$ cat src/rtl/mips_single_cycle_if.sv
// Trace bundle for mips_single_cycle: current PC, fetched instruction,
// its opcode/funct fields and the register-file write data.
// The CPU drives it through the master modport; observers use slave.
interface mips_single_cycle_if;
    logic [31:0] pc_src;
    logic [31:0] instr;
    logic [5:0]  opcode;
    logic [5:0]  funct_src;
    logic [31:0] rfile_wd;

    modport master (output pc_src, output instr, output opcode, output funct_src, output rfile_wd);
    modport slave  (input  pc_src, input  instr, input  opcode, input  funct_src, input  rfile_wd);
endinterface

$ cat src/rtl/mips_single_cycle.sv
// Single-cycle 32-bit MIPS subset CPU. Fetch, decode, execute, memory and
// writeback complete within one clk period. Instruction memory, data memory
// and the register file are byte/word arrays preloaded from outside and are
// never cleared by reset.
// Optional feature macro: MIPS_HILO_DIV_EN adds HI/LO registers, an unsigned
// combinational divider and the DIV/MFHI/MFLO instructions. Without it those
// funct codes are treated as unknown (no writes, PC+4).
module mips_single_cycle #(
    parameter int IMEM_BYTES = 128,
    parameter int DMEM_BYTES = 128
) (
    input  logic               clk,
    input  logic               rst,
    mips_single_cycle_if.master trc
);
    localparam int IA = $clog2(IMEM_BYTES);
    localparam int DA = $clog2(DMEM_BYTES);

    logic [7:0]  imem_array [0:IMEM_BYTES-1];
    logic [7:0]  dmem_array [0:DMEM_BYTES-1];
    logic [31:0] file_array [0:31];

    logic [31:0]   pc_r;
    logic [31:0]   pc_plus4_s;
    logic [31:0]   pc_next_s;
    logic [IA-1:0] ia_s;
    logic [31:0]   instr_s;
    logic [5:0]    opcode_s;
    logic [5:0]    funct_s;
    logic [4:0]    rs_s;
    logic [4:0]    rt_s;
    logic [4:0]    rd_s;
    logic [4:0]    shamt_s;
    logic [31:0]   imm_sx_s;
    logic [31:0]   rs_val_s;
    logic [31:0]   rt_val_s;
    logic [31:0]   br_target_s;
    logic [31:0]   jmp_target_s;
    logic [31:0]   dm_addr_s;
    logic [DA-1:0] dm_base_s;
    logic [31:0]   dm_rdata_s;
    logic          rf_we_s;
    logic [4:0]    rf_wa_s;
    logic [31:0]   rfile_wd_s;
    logic          dm_we_s;
    logic          unused_ok_s;

    // Fetch: little-endian word at PC, byte addresses wrap within the memory.
    assign ia_s       = pc_r[IA-1:0];
    assign instr_s    = {imem_array[ia_s + IA'(3)], imem_array[ia_s + IA'(2)],
                         imem_array[ia_s + IA'(1)], imem_array[ia_s]};
    assign pc_plus4_s = pc_r + 32'd4;

    assign opcode_s = instr_s[31:26];
    assign rs_s     = instr_s[25:21];
    assign rt_s     = instr_s[20:16];
    assign rd_s     = instr_s[15:11];
    assign shamt_s  = instr_s[10:6];
    assign funct_s  = instr_s[5:0];
    assign imm_sx_s = {{16{instr_s[15]}}, instr_s[15:0]};

    // Register reads are combinational; $0 always reads as zero.
    assign rs_val_s = (rs_s == 5'd0) ? 32'd0 : file_array[rs_s];
    assign rt_val_s = (rt_s == 5'd0) ? 32'd0 : file_array[rt_s];

    assign br_target_s  = pc_plus4_s + {imm_sx_s[29:0], 2'b00};
    assign jmp_target_s = {pc_plus4_s[31:28], instr_s[25:0], 2'b00};

    // Data memory is word addressed: the low two address bits are dropped.
    assign dm_addr_s  = rs_val_s + imm_sx_s;
    assign dm_base_s  = {dm_addr_s[DA-1:2], 2'b00};
    assign dm_rdata_s = {dmem_array[dm_base_s + DA'(3)], dmem_array[dm_base_s + DA'(2)],
                         dmem_array[dm_base_s + DA'(1)], dmem_array[dm_base_s]};

    assign unused_ok_s = ^{dm_addr_s[31:DA], dm_addr_s[1:0], imm_sx_s[31:30]};

`ifdef MIPS_HILO_DIV_EN
    logic [31:0] hi_r;
    logic [31:0] lo_r;
    logic [31:0] div_q_s;
    logic [31:0] div_r_s;
    logic        hilo_we_s;

    assign div_q_s = rs_val_s / rt_val_s;
    assign div_r_s = rs_val_s % rt_val_s;

    // HI/LO capture the divider result; a zero divisor leaves them untouched.
    always_ff @(posedge clk or negedge rst) begin
        if (!rst) begin
            hi_r <= 32'd0;
            lo_r <= 32'd0;
        end else if (hilo_we_s) begin
            hi_r <= div_r_s;
            lo_r <= div_q_s;
        end
    end
`endif

    // Decode/execute: select register write, memory write and next PC.
    always_comb begin
        rf_we_s    = 1'b0;
        rf_wa_s    = rd_s;
        rfile_wd_s = 32'd0;
        dm_we_s    = 1'b0;
        pc_next_s  = pc_plus4_s;
`ifdef MIPS_HILO_DIV_EN
        hilo_we_s  = 1'b0;
`endif
        case (opcode_s)
            6'd0: begin
                case (funct_s)
                    6'd32: begin rf_we_s = 1'b1; rfile_wd_s = rs_val_s + rt_val_s; end
                    6'd34: begin rf_we_s = 1'b1; rfile_wd_s = rs_val_s - rt_val_s; end
                    6'd36: begin rf_we_s = 1'b1; rfile_wd_s = rs_val_s & rt_val_s; end
                    6'd37: begin rf_we_s = 1'b1; rfile_wd_s = rs_val_s | rt_val_s; end
                    6'd42: begin
                        rf_we_s    = 1'b1;
                        rfile_wd_s = {31'd0, ($signed(rs_val_s) < $signed(rt_val_s))};
                    end
                    6'd0:  begin rf_we_s = 1'b1; rfile_wd_s = rt_val_s << shamt_s; end
`ifdef MIPS_HILO_DIV_EN
                    6'd16: begin rf_we_s = 1'b1; rfile_wd_s = hi_r; end
                    6'd18: begin rf_we_s = 1'b1; rfile_wd_s = lo_r; end
                    6'd27: begin
                        if (rt_val_s != 32'd0) begin
                            hilo_we_s = 1'b1;
                        end else begin
                            hilo_we_s = 1'b0;
                        end
                    end
`endif
                    default: rf_we_s = 1'b0;
                endcase
            end
            6'd35: begin rf_we_s = 1'b1; rf_wa_s = rt_s; rfile_wd_s = dm_rdata_s; end
            6'd43: dm_we_s = 1'b1;
            6'd4: begin
                if (rs_val_s == rt_val_s) begin
                    pc_next_s = br_target_s;
                end else begin
                    pc_next_s = pc_plus4_s;
                end
            end
            6'd2: pc_next_s = jmp_target_s;
            6'd3: begin
                pc_next_s  = jmp_target_s;
                rf_we_s    = 1'b1;
                rf_wa_s    = 5'd31;
                rfile_wd_s = pc_plus4_s;
            end
            6'd10: begin
                rf_we_s    = 1'b1;
                rf_wa_s    = rt_s;
                rfile_wd_s = {31'd0, ($signed(rs_val_s) < $signed(imm_sx_s))};
            end
            default: rf_we_s = 1'b0;
        endcase
    end

    // Program counter; reset returns it to zero immediately.
    always_ff @(posedge clk or negedge rst) begin
        if (!rst) begin
            pc_r <= 32'd0;
        end else begin
            pc_r <= pc_next_s;
        end
    end

    // Register file write; $0 is never written and nothing commits under reset.
    always_ff @(posedge clk) begin
        if (rst && rf_we_s && (rf_wa_s != 5'd0)) begin
            file_array[rf_wa_s] <= rfile_wd_s;
        end
    end

    // Data memory store, little-endian, suppressed while reset is held.
    always_ff @(posedge clk) begin
        if (rst && dm_we_s) begin
            dmem_array[dm_base_s]          <= rt_val_s[7:0];
            dmem_array[dm_base_s + DA'(1)] <= rt_val_s[15:8];
            dmem_array[dm_base_s + DA'(2)] <= rt_val_s[23:16];
            dmem_array[dm_base_s + DA'(3)] <= rt_val_s[31:24];
        end
    end

    assign trc.pc_src    = pc_r;
    assign trc.instr     = instr_s;
    assign trc.opcode    = opcode_s;
    assign trc.funct_src = funct_s;
    assign trc.rfile_wd  = rfile_wd_s;
endmodule

$ cat src/flat_wrapper.sv
// flat-port wrapper written by rule: the top's interface ports become plain ports
module mips_single_cycle_flat 
#(
    parameter int IMEM_BYTES = 128,
    parameter int DMEM_BYTES = 128
)
  (clk, rst, trc_pc_src, trc_instr, trc_opcode, trc_funct_src, trc_rfile_wd);
  mips_single_cycle_if trc_i ();
  input  logic clk;
  input  logic rst;
  output wire logic [$bits(trc_i.pc_src)-1:0] trc_pc_src;
  output wire logic [$bits(trc_i.instr)-1:0] trc_instr;
  output wire logic [$bits(trc_i.opcode)-1:0] trc_opcode;
  output wire logic [$bits(trc_i.funct_src)-1:0] trc_funct_src;
  output wire logic [$bits(trc_i.rfile_wd)-1:0] trc_rfile_wd;
  assign trc_pc_src = trc_i.pc_src;
  assign trc_instr = trc_i.instr;
  assign trc_opcode = trc_i.opcode;
  assign trc_funct_src = trc_i.funct_src;
  assign trc_rfile_wd = trc_i.rfile_wd;
  mips_single_cycle #(.IMEM_BYTES(IMEM_BYTES), .DMEM_BYTES(DMEM_BYTES)) u_core (.clk(clk), .rst(rst), .trc(trc_i));
endmodule
$ cat config.mk
export PLATFORM = sky130hd
export DESIGN_NAME = mips_single_cycle_flat
export DESIGN_NICKNAME = d
export VERILOG_FILES = /design/src/rtl/mips_single_cycle_if.sv /design/src/rtl/mips_single_cycle.sv /design/src/flat_wrapper.sv
export SDC_FILE = /design/constraint.sdc
export NUM_CORES = 1
export LEC_CHECK = 0
export BUFFER_PORTS_ARGS = -buffer_cell sky130_fd_sc_hd__buf_2
export CAP_MARGIN = 25
export CORE_AREA = 10 10 75 77
export CTS_CLUSTER_DIAMETER = 50
export DETAILED_ROUTE_END_ITERATION = 12
export DIE_AREA = 0 0 85 87
export GPL_ROUTABILITY_DRIVEN = 0
export PLACE_DENSITY = 0.83
export SLEW_MARGIN = 0
export SYNTH_ARGS = -nofsm -noshare
export SYNTH_HDL_FRONTEND = slang
export SYNTH_SLANG_ARGS = --single-unit
export TNS_END_PERCENT = 20
$ cat constraint.sdc
create_clock -name clk -period 5.2 [get_ports clk]
set_clock_uncertainty 0.15 [all_clocks]
set_input_delay 0.78 -clock clk [delete_from_list [all_inputs] [get_ports clk]]
set_output_delay 0.78 -clock clk [all_outputs]
set_load 0.02 [all_outputs]
==> results.md <==
* R2R Setup Slk at 3280 ps
* CTS tree: yes
* Met2 Track Usage GR at 0.162
* Via density at 4.07
* Most frequent cells in the layout: conb_1, buf_2, dfrtp_1
* GR Layer Usage met3 at 0.0487
* Worst-Skew Late Latency at 280 ps
* Fill cells at 411
* Port-buffer cells at 31
* Crit share post-route at 0.369
* Reg2reg end: u_core.trc.pc_src[28]
* Post-DRT Antenna Nets at 0
* Slowest stage delay, CP at 430 ps
* Hold buffers post-CTS at 0
* Ant. Diodes at 0
* Leakage at between 1 and 1.5 nW
* WP depth at 5
* Multi-input gate area at ~860 um^2
* Final wirelength at between 3 and 4 mm
* Startpoint types: flop
* Number of iterations in the first detailed-routing pass at 4
* Min Hold Slack at 333 ps
* Beginning of the critical path: u_core.trc.pc_src[2]
* Core Area at 0.00423 mm^2
* Vias in the first global route at 1216
* Max_cap viols at 0
* Routed vias at 1116
* Max FFs per register at 30
* First-pass GRT wire length at 5.86 mm
* Post-cts resize count at 0
* Initial antenna violation count at 0
* Placed insts at between 200 and 300
* Worst EP required at 5220 ps
* Crit path buf inv count at 0
* Setup Crit Path Kind: flop to flop
* Nets at 225
* Non-filler instance count after layout at 274
* DRC viols at 0
* Worst slew margin relative to its limit at 0.572
* Seq cells post-synth at 30
* CTS H-tree lvls at 2
* Synth cell types at 17
* Largest net degree at the start of global routing at 31
* Clock Sinks at 30
* CP Capture Type: flop
* CTS Buf Count at 5
* Hold Path Class: flop to flop
* Fin. Hold Viols at 0
* Family with the most delay on the worst path: simple AND/OR/NAND/NOR gates
* GRT Residual Overflow at 0
* Top Usage Layer GRT: met2
* Maximum fanout along the worst path at 6
* Ys Warns at 0
* Crit path arrival time at 1930 ps
* CP max stage cell: dfrtp_1
* Initial drt markers at 44
* WL per Instance at around 13 um
* Area grow syn2layout at 0.000157%
* Netlist Area Pre-Place at 0.00192 mm^2
* GRT Total Usage at 0.0982
* Die H at 87 um
* Post CTS Setup Buffer Count at 0
* Fmax at 522 MHz
* R2R Path Start: u_core.trc.pc_src[2]
* Die Wd at 85 um
* Rows at 24
* R2R cell count at 5
* Synth Area per Inst at roughly 10 um^2
* Cell count after synthesis at 185
* Cells along the critical path: ha_1 -> nand3_1 -> nor4_4 -> nand4_1 -> xnor2_1
* Layout cells sized above 1 at 0.189
* Worst-path clk slew at ~60 ps
* Slew Viols, Final at 0
* Outcome: finished, final reports clean
* Worst-case clock buffer depth at 2
* # setup viols final at 0
* Met1 usage at 0.0953
* Dpl hpwl at slightly above 3 mm
* RSZ-0062 raised after global routing: no
* Max rail drop VDD at 0.0921 mV
* Worst-margin pin slew at 642 ps
* Register area share after synthesis at 0.392
* Setup crit end: u_core.trc.pc_src[28]
* Leading cell type in the layout, fill and taps excluded: conb_1
* Min Tclk post-route at 1920 ps
* Clock Tree Root: clkbuf_8
* Total negative slack at 0 ps
* Initial Util at 0.452
* I/O pins at 110
* Total Die Area at 0.00740 mm^2
* Sequential Area at ~750 um^2
* Power Density at around 240 mW/mm^2
==> per-layer routing <==
| metal | up-vias | wire length [um] |
|---|---|---|
| met5 | - | 0 |
| met4 | 0 | 94 |
| met3 | 8 | 405 |
| met2 | 60 | 1850 |
| met1 | 530 | 1320 |
| li1 | 518 | - |
==> logic make-up (layout without fill, tap and decap cells) <==
logic type    Yosys count  count (layout)  share of synthesized area
flops                  30              30                      0.392
xor+xnor               28              28                      0.128
other cells             1              78                    0.00196
simple gates           45              45                      0.162
buf+inv                80              40                      0.310
fa+ha+maj               1               1                    0.00653
==> cells in the mapped netlist <==
library cell / instances / share of area
and3_1: 2 / 0.0065
and4_1: 1 / 0.0046
buf_4: 78 / 0.31
conb_1: 1 / 0.0020
dfrtp_1: 30 / 0.39
ha_1: 1 / 0.0065
inv_1: 2 / 0.0039
nand2_1: 10 / 0.020
nand3_1: 9 / 0.024
nand4_1: 9 / 0.029
nand4_4: 3 / 0.033
nor2_1: 5 / 0.0098
nor3_1: 3 / 0.0078
nor3_2: 1 / 0.0052
nor4_4: 2 / 0.022
xnor2_1: 21 / 0.096
xor2_1: 7 / 0.032
==> layout make-up <==
cell class | count | area share
multi-input cells | 152 | 0.449
repair buffers | 31 | 0.0810
flip-flops and latches | 30 | 0.392
clock buffers | 7 | 0.0398
well taps | 52 | 0.0340
inverters | 2 | 0.00392
==> where the power goes <==
part           internal [mW]  switching (mW)
Combinational       0.000269          0.0561
Sequential             0.234               0
Clock                 0.0918          0.0792
==> how the worst min path moves through the flow <==
stage | start | slack (ps) | cells past startpoint | end
after detailed placement | u_core.trc.pc_src[31] | 330 | 1 | u_core.trc.pc_src[31]
after floorplan | rst | 330 | 0 | u_core.trc.pc_src[10]
after global routing | u_core.trc.pc_src[31] | 350 | 1 | u_core.trc.pc_src[31]
final | u_core.trc.pc_src[31] | 330 | 1 | u_core.trc.pc_src[31]
after global placement | u_core.trc.pc_src[31] | 320 | 1 | u_core.trc.pc_src[31]
after CTS | u_core.trc.pc_src[31] | 340 | 1 | u_core.trc.pc_src[31]
==> worst register-to-register path, delay by kind of cell, from the launching register on <==
| family | cells | cell delay (ps) |
|---|---|---|
| flops | 1 | 430 |
| xor+xnor | 1 | 160 |
| simple gates | 3 | 860 |
| fa+ha+maj | 1 | 220 |
==> metrics by stage <==
stage	power (mW)	worst slack [ps]	instance area, um^2	utilization
2_1_floorplan	0.332	3390	2200	-
3_3_place_gp	0.291	3300	1840	0.434
3_5_place_dp	0.291	3280	1840	0.434
4_1_cts	0.462	3260	1920	0.452
5_1_grt	0.481	3110	1920	0.452
6_report	0.461	3280	1920	0.452
Power figures use the tool's default switching activity.
